<file path="config.mk">
export PLATFORM = sky130hd
export DESIGN_NAME = piso_frame_ctrl
export DESIGN_NICKNAME = d
export VERILOG_FILES = /design/src/rtl/piso_frame_ctrl.sv
export SDC_FILE = /design/constraint.sdc
export NUM_CORES = 1
export LEC_CHECK = 0
export CORE_ASPECT_RATIO = 1.25
export CORE_MARGIN = 5
export CORE_UTILIZATION = 54
export CTS_BUF_LIST = sky130_fd_sc_hd__clkbuf_4 sky130_fd_sc_hd__clkbuf_8 sky130_fd_sc_hd__clkbuf_16
export DETAILED_ROUTE_END_ITERATION = 7
export DONT_BUFFER_PORTS = 1
export GPL_TIMING_DRIVEN = 0
export PLACE_DENSITY = 0.69
export SLEW_MARGIN = 20
export SYNTH_ARGS = -nofsm -noshare
export SYNTH_HDL_FRONTEND = slang
export SYNTH_SLANG_ARGS = --single-unit
</file>
<file path="constraint.sdc">
create_clock -name clk -period 1.8 [get_ports clk]
set_input_delay 0.27 -clock clk [delete_from_list [all_inputs] [get_ports clk]]
set_output_delay 0.27 -clock clk [all_outputs]
set_load 0.05 [all_outputs]
</file>
<file path="src/rtl/piso_frame_ctrl.sv">
// Framed serial transmitter: accepts a parallel word over valid/ready and shifts it
// out LSB-first as start bit, data, optional parity and stop bit(s), each held CLKS_PER_BIT clocks.
module piso_frame_ctrl #(
  parameter int DATA_W       = 5,
  parameter int CLKS_PER_BIT = 4,
  parameter int PARITY       = 0,
  parameter int STOP_BITS    = 1
) (
  input  logic              clk,
  input  logic              rst,
  input  logic [DATA_W-1:0] in_data,
  input  logic              in_valid,
  output logic              in_ready,
  output logic              so,
  output logic              busy,
  output logic              done,
  output logic [2:0]        dbg_state_o
);

  // Handshake: a word transfers on a rising edge where in_valid && in_ready.
  // in_ready depends on state (and rst) only; the producer holds in_data/in_valid until taken.

  localparam int CNT_W = $clog2(DATA_W + 1);
  localparam int DIV_W = (CLKS_PER_BIT > 1) ? $clog2(CLKS_PER_BIT) : 1;
  localparam logic [DIV_W-1:0] DIV_LAST  = DIV_W'(CLKS_PER_BIT - 1);
  localparam logic [CNT_W-1:0] DATA_LAST = CNT_W'(DATA_W - 1);
  localparam logic [CNT_W-1:0] STOP_LAST = CNT_W'(STOP_BITS - 1);

  typedef enum logic [2:0] {
    IDLE  = 3'd0,
    START = 3'd1,
    DATA  = 3'd2,
    PAR   = 3'd3,
    STOP  = 3'd4
  } state_t;

  state_t            state_q, state_d;
  logic [DATA_W-1:0] sr_q, sr_d;
  logic [CNT_W-1:0]  bit_cnt_q, bit_cnt_d;
  logic [DIV_W-1:0]  div_cnt_q, div_cnt_d;
  logic              par_q, par_d;
  logic              so_q, so_d;
  logic              busy_q, busy_d;
  logic              done_q, done_d;

  logic hs;
  logic bit_end;
  logic data_last;
  logic stop_last;

  assign in_ready    = (state_q == IDLE) && !rst;
  assign hs          = in_valid && in_ready;
  assign bit_end     = (div_cnt_q == DIV_LAST);
  assign data_last   = (bit_cnt_q == DATA_LAST);
  assign stop_last   = (bit_cnt_q == STOP_LAST);
  assign so          = so_q;
  assign busy        = busy_q;
  assign done        = done_q;
  assign dbg_state_o = state_q;

  // State register
  always_ff @(posedge clk or posedge rst) begin
    if (rst) begin
      state_q <= IDLE;
    end else begin
      state_q <= state_d;
    end
  end

  // Next-state logic
  always_comb begin
    state_d = state_q;
    case (state_q)
      IDLE: begin
        if (hs) state_d = START;
      end
      START: begin
        if (bit_end) state_d = DATA;
      end
      DATA: begin
        if (bit_end && data_last) state_d = (PARITY != 0) ? PAR : STOP;
      end
      PAR: begin
        if (bit_end) state_d = STOP;
      end
      STOP: begin
        if (bit_end && stop_last) state_d = IDLE;
      end
      default: state_d = IDLE;
    endcase
  end

  // Output and datapath next-values
  always_comb begin
    sr_d      = sr_q;
    bit_cnt_d = bit_cnt_q;
    par_d     = par_q;
    so_d      = so_q;
    busy_d    = busy_q;
    done_d    = 1'b0;
    div_cnt_d = bit_end ? '0 : div_cnt_q + DIV_W'(1);

    case (state_q)
      IDLE: begin
        div_cnt_d = '0;
        so_d      = 1'b1;
        busy_d    = 1'b0;
        if (hs) begin
          sr_d   = in_data;
          par_d  = 1'b0;
          so_d   = 1'b0;
          busy_d = 1'b1;
        end
      end
      START: begin
        if (bit_end) begin
          so_d      = sr_q[0];
          par_d     = par_q ^ sr_q[0];
          sr_d      = {1'b0, sr_q[DATA_W-1:1]};
          bit_cnt_d = '0;
        end
      end
      DATA: begin
        if (bit_end) begin
          if (!data_last) begin
            bit_cnt_d = bit_cnt_q + CNT_W'(1);
            so_d      = sr_q[0];
            par_d     = par_q ^ sr_q[0];
            sr_d      = {1'b0, sr_q[DATA_W-1:1]};
          end else if (PARITY != 0) begin
            so_d = (PARITY == 2) ? ~par_q : par_q;
          end else begin
            so_d      = 1'b1;
            bit_cnt_d = '0;
          end
        end
      end
      PAR: begin
        if (bit_end) begin
          so_d      = 1'b1;
          bit_cnt_d = '0;
        end
      end
      STOP: begin
        if (bit_end) begin
          if (!stop_last) begin
            bit_cnt_d = bit_cnt_q + CNT_W'(1);
            so_d      = 1'b1;
          end else begin
            busy_d = 1'b0;
            done_d = 1'b1;
          end
        end
      end
      default: begin
        so_d   = 1'b1;
        busy_d = 1'b0;
      end
    endcase
  end

  // Datapath registers; reset aborts any frame and returns the line to idle-high
  always_ff @(posedge clk or posedge rst) begin
    if (rst) begin
      sr_q      <= '0;
      bit_cnt_q <= '0;
      div_cnt_q <= '0;
      par_q     <= 1'b0;
      so_q      <= 1'b1;
      busy_q    <= 1'b0;
      done_q    <= 1'b0;
    end else begin
      sr_q      <= sr_d;
      bit_cnt_q <= bit_cnt_d;
      div_cnt_q <= div_cnt_d;
      par_q     <= par_d;
      so_q      <= so_d;
      busy_q    <= busy_d;
      done_q    <= done_d;
    end
  end

endmodule
</file>
==> flow_summary_export.csv <==
group,metric,value,unit
final_layout,final_cells,116,
clock_network,insertion_delay,0.28,ns
power_and_ir_drop,powerDensity,2300,nW/um^2
worst_setup_path,crit_required,1.98,ns
logic_synthesis,async_flop_share,100,%
final_layout,final_cell_mix,"dfrtp_1 (12), mux2_4 (7), buf_4 (7)",
logic_synthesis,synth_fp_nets,97,
clock_network,cts_tree,"done",
flow_run,cap_violations,0,
logic_synthesis,yosys_warnings,0,
drt,via_per_inst,5.80,
logic_synthesis,synth_top_cell_area_share,40.5,%
clock_network,cts_buffer_depth,2,
worst_setup_path,worst-endpoint-arrival,2.15,ns
drt,ant_nets,0,
floorplan,num_rows,16,
timing,hold_viol_final,0,
placement,place_hpwl,1320,um
worst_setup_path,cp_cell_sequence,"buf_6 > a21o_1 > a221oi_4 > a21boi_4 > mux2_4",
clock_network,ctsHtreeMaxLevel,1,
floorplan,die_area,2650,um^2
worst_setup_path,critPathMaxStageDelay,0.53,ns
worst_setup_path,worstPathMaxFanout,5,
worst_setup_path,critPathCaptureType,"flop",
logic_synthesis,synth_cell_type_count,35,
drt,drt-initial-drc-count,17,
worst_setup_path,slowest_stage,"dfrtp_2",
timing,clock_skew,0.000643,ns
logic_synthesis,seq_area_frac_synth,43.4,%
power_and_ir_drop,sw_frac_of_total,42.6,%
timing,setup_viol,5,
grt,grt_pass1_vias,677,
floorplan,io_pins,15,
clock_network,cts-root-buf,"clkbuf_4",
power_and_ir_drop,seqPwrFrac,32.2,%
drt,wl_per_cell,16.6,um
drt,met1_length,808,um
timing,setup_slack,-0.168,ns
clock_network,cts_sinks,16,
outcome,violations,"setup timing",
power_and_ir_drop,comb_power_share,58.4,%
grt,antenna_found_initial,0,
floorplan,core_area,1600,um^2
logic_synthesis,synth-main-ff-cell,"dfrtp_1",
timing,finalCriticalPeriod,1.97,ns
floorplan,start_util,57.8,%
clock_network,cts_inserted_buffers,3,
final_layout,area_growth,18.6,%
timing,finalCritPeriodShare,109,%
logic_synthesis,syn-cell-area,926,um^2
timing,slew_violations,0,
timing,maxSlewHeadroom,51.5,%
logic_synthesis,syn_area_per_cell,10.8,um^2
worst_setup_path,setup.worst_path.class,"flop to flop",
outcome,status,"complete, but fails checks",
drt,wl_met2,978,um
logic_synthesis,ys_seq_elements,16,
power_and_ir_drop,clkPwrFrac,9.4,%
placement,numPortBuffers,0,
final_layout,antenna_cells,0,
power_and_ir_drop,p_switching,1080,uW
timing,hold_ws,0.116,ns
floorplan,die_width,47.0,um
drt,vias,673,
grt,grt_pass1_wl,3020,um
placement,gp_congestion,0.816,
floorplan,die_y,56.3,um
drt,wl_met3,112,um
timing,fmax,508,MHz
drt,topRoutingLayerUsed,"met4",
placement,placedCellCount,104,
drt,routed_wl,1920,um
power_and_ir_drop,total_power,2530,uW
power_and_ir_drop,power_leakage,0.000507,uW
final_layout,layout_commonest_cell,"dfrtp_1",
logic_synthesis,yosys.area.top_type,"dfrtp_1",
timing,max_slew.worst_pin.slew,0.722,ns
drt,drc,0,
power_and_ir_drop,p_int,1450,uW
drt,first_pass_iters,4,
logic_synthesis,postSynthCellCount,86,
logic_synthesis,yosys-top-cells-area,"dfrtp_1 (41%), mux2_4 (9.7%), ha_1 (4.1%)",
logic_synthesis,synth_edf_count,0,
worst_setup_path,start_kind,"flop",
clock_network,clk_pin_slew,0.09,ns
worst_setup_path,r2r_slack,-0.17,ns
grt,grt-ovfl-total,0,
final_layout,nNetsFinal,110,
min_path,hold_class,"primary input to flop",
final_layout,drive_gt1_share,31.6,%
grt,grt_util_all_layers,15.4,%
timing,rsz0062_at_grt,"true",
grt,grt_max_degree,17,
power_and_ir_drop,max-vdd-ir-drop,1280,uV
## per-layer routing
metal	vias up	track usage (%)
li1	328	-
met1	316	19.8
met2	25	23.1
met3	4	4.15
met4	0	7.11
met5	-	0
## metrics by stage
stage | instance area (um^2) | worst slack (ns) | setup TNS [ns] | util [%]
global route | 1100 | -0.229 | -1.17 | 68.6
CTS | 1060 | -0.165 | -0.798 | 65.9
floorplan | 947 | -0.0493 | -0.244 | -
detailed placement | 970 | -0.223 | -1.23 | 60.5
finish | 1100 | -0.168 | -0.787 | 68.6
global placement | 970 | -0.185 | -0.922 | 60.5
## registers in the layout, summed over array words and instances, names as in the netlist
signal	cells
bit_cnt_q	3
busy	1
dbg_state_o	3
div_cnt_q	2
done	1
so	1
sr_q	5
## Yosys cell counts (all sizes together) (3+ instances only)
| master | n |
|---|---|
| dfrtp | 15 |
| mux2 | 8 |
| inv | 6 |
| nor2 | 5 |
| nor3 | 5 |
| o21ai | 5 |
| nand2b | 4 |
| nor2b | 4 |
| buf | 3 |
| ha | 3 |
| nand2 | 3 |
## layout make-up
cell class	count	area [um^2]
Multi-Input combinational cell	59	494
Timing Repair Buffer	8	62.6
Clock buffer	4	36.3
Inverter	6	22.5
Tap cell	18	22.5
Buffer	5	52.6
Fill cell	121	503
Sequential cell	16	408
## power by group through the flow
stage | Sequential, uW | Combinational (uW) | Clock [uW]
3_5_place_dp | 812 | 1270 | 0
5_1_grt | 840 | 1590 | 266
6_report | 816 | 1480 | 238
3_3_place_gp | 806 | 1240 | 0
4_1_cts | 816 | 1360 | 246
2_1_floorplan | 781 | 1110 | 0
## worst max-delay path: cells and delay by family, from the launching register on
family	cells	cell delay (ns)
flops	1	0.53
buf+inv	1	0.18
compound gates	3	0.82
mux	1	0.33
## worst paths after layout
check | startpoint | to | depth (start not counted)
max reg2reg | dbg_state_o[0] | sr_q[1] | 5
min | in_data[4] | sr_q[4] | 2
max in group asynchronous | rst | dbg_state_o[2] | 2
min in group asynchronous | rst | dbg_state_o[2] | 2
max | dbg_state_o[0] | sr_q[1] | 5
min reg2reg | div_cnt_q[0] | div_cnt_q[0] | 1
## cells by family after synthesis
kind of cell	count (synthesis)	share of synthesized area, %
XOR/XNOR	1	0.946
AND/OR/NAND/NOR	26	14.7
flip-flops	16	43.4
AO/OA/AOI/OAI	20	17.2
adder cells (fa/ha/maj)	3	4.05
buffers and inverters	11	6.49
multiplexers	9	13.2
## repair_timing
action                                 in CTS  in global routing
pin swaps                                   2                  2
setup buffers                               3                  4
hold buffers                                1                  0
setup endpoints to repair                  11                  7
endpoints found under the hold margin      15                  0
gates cloned                                0                  0
gates resized for setup                     6                  3
(Power assumes the default switching activity.)
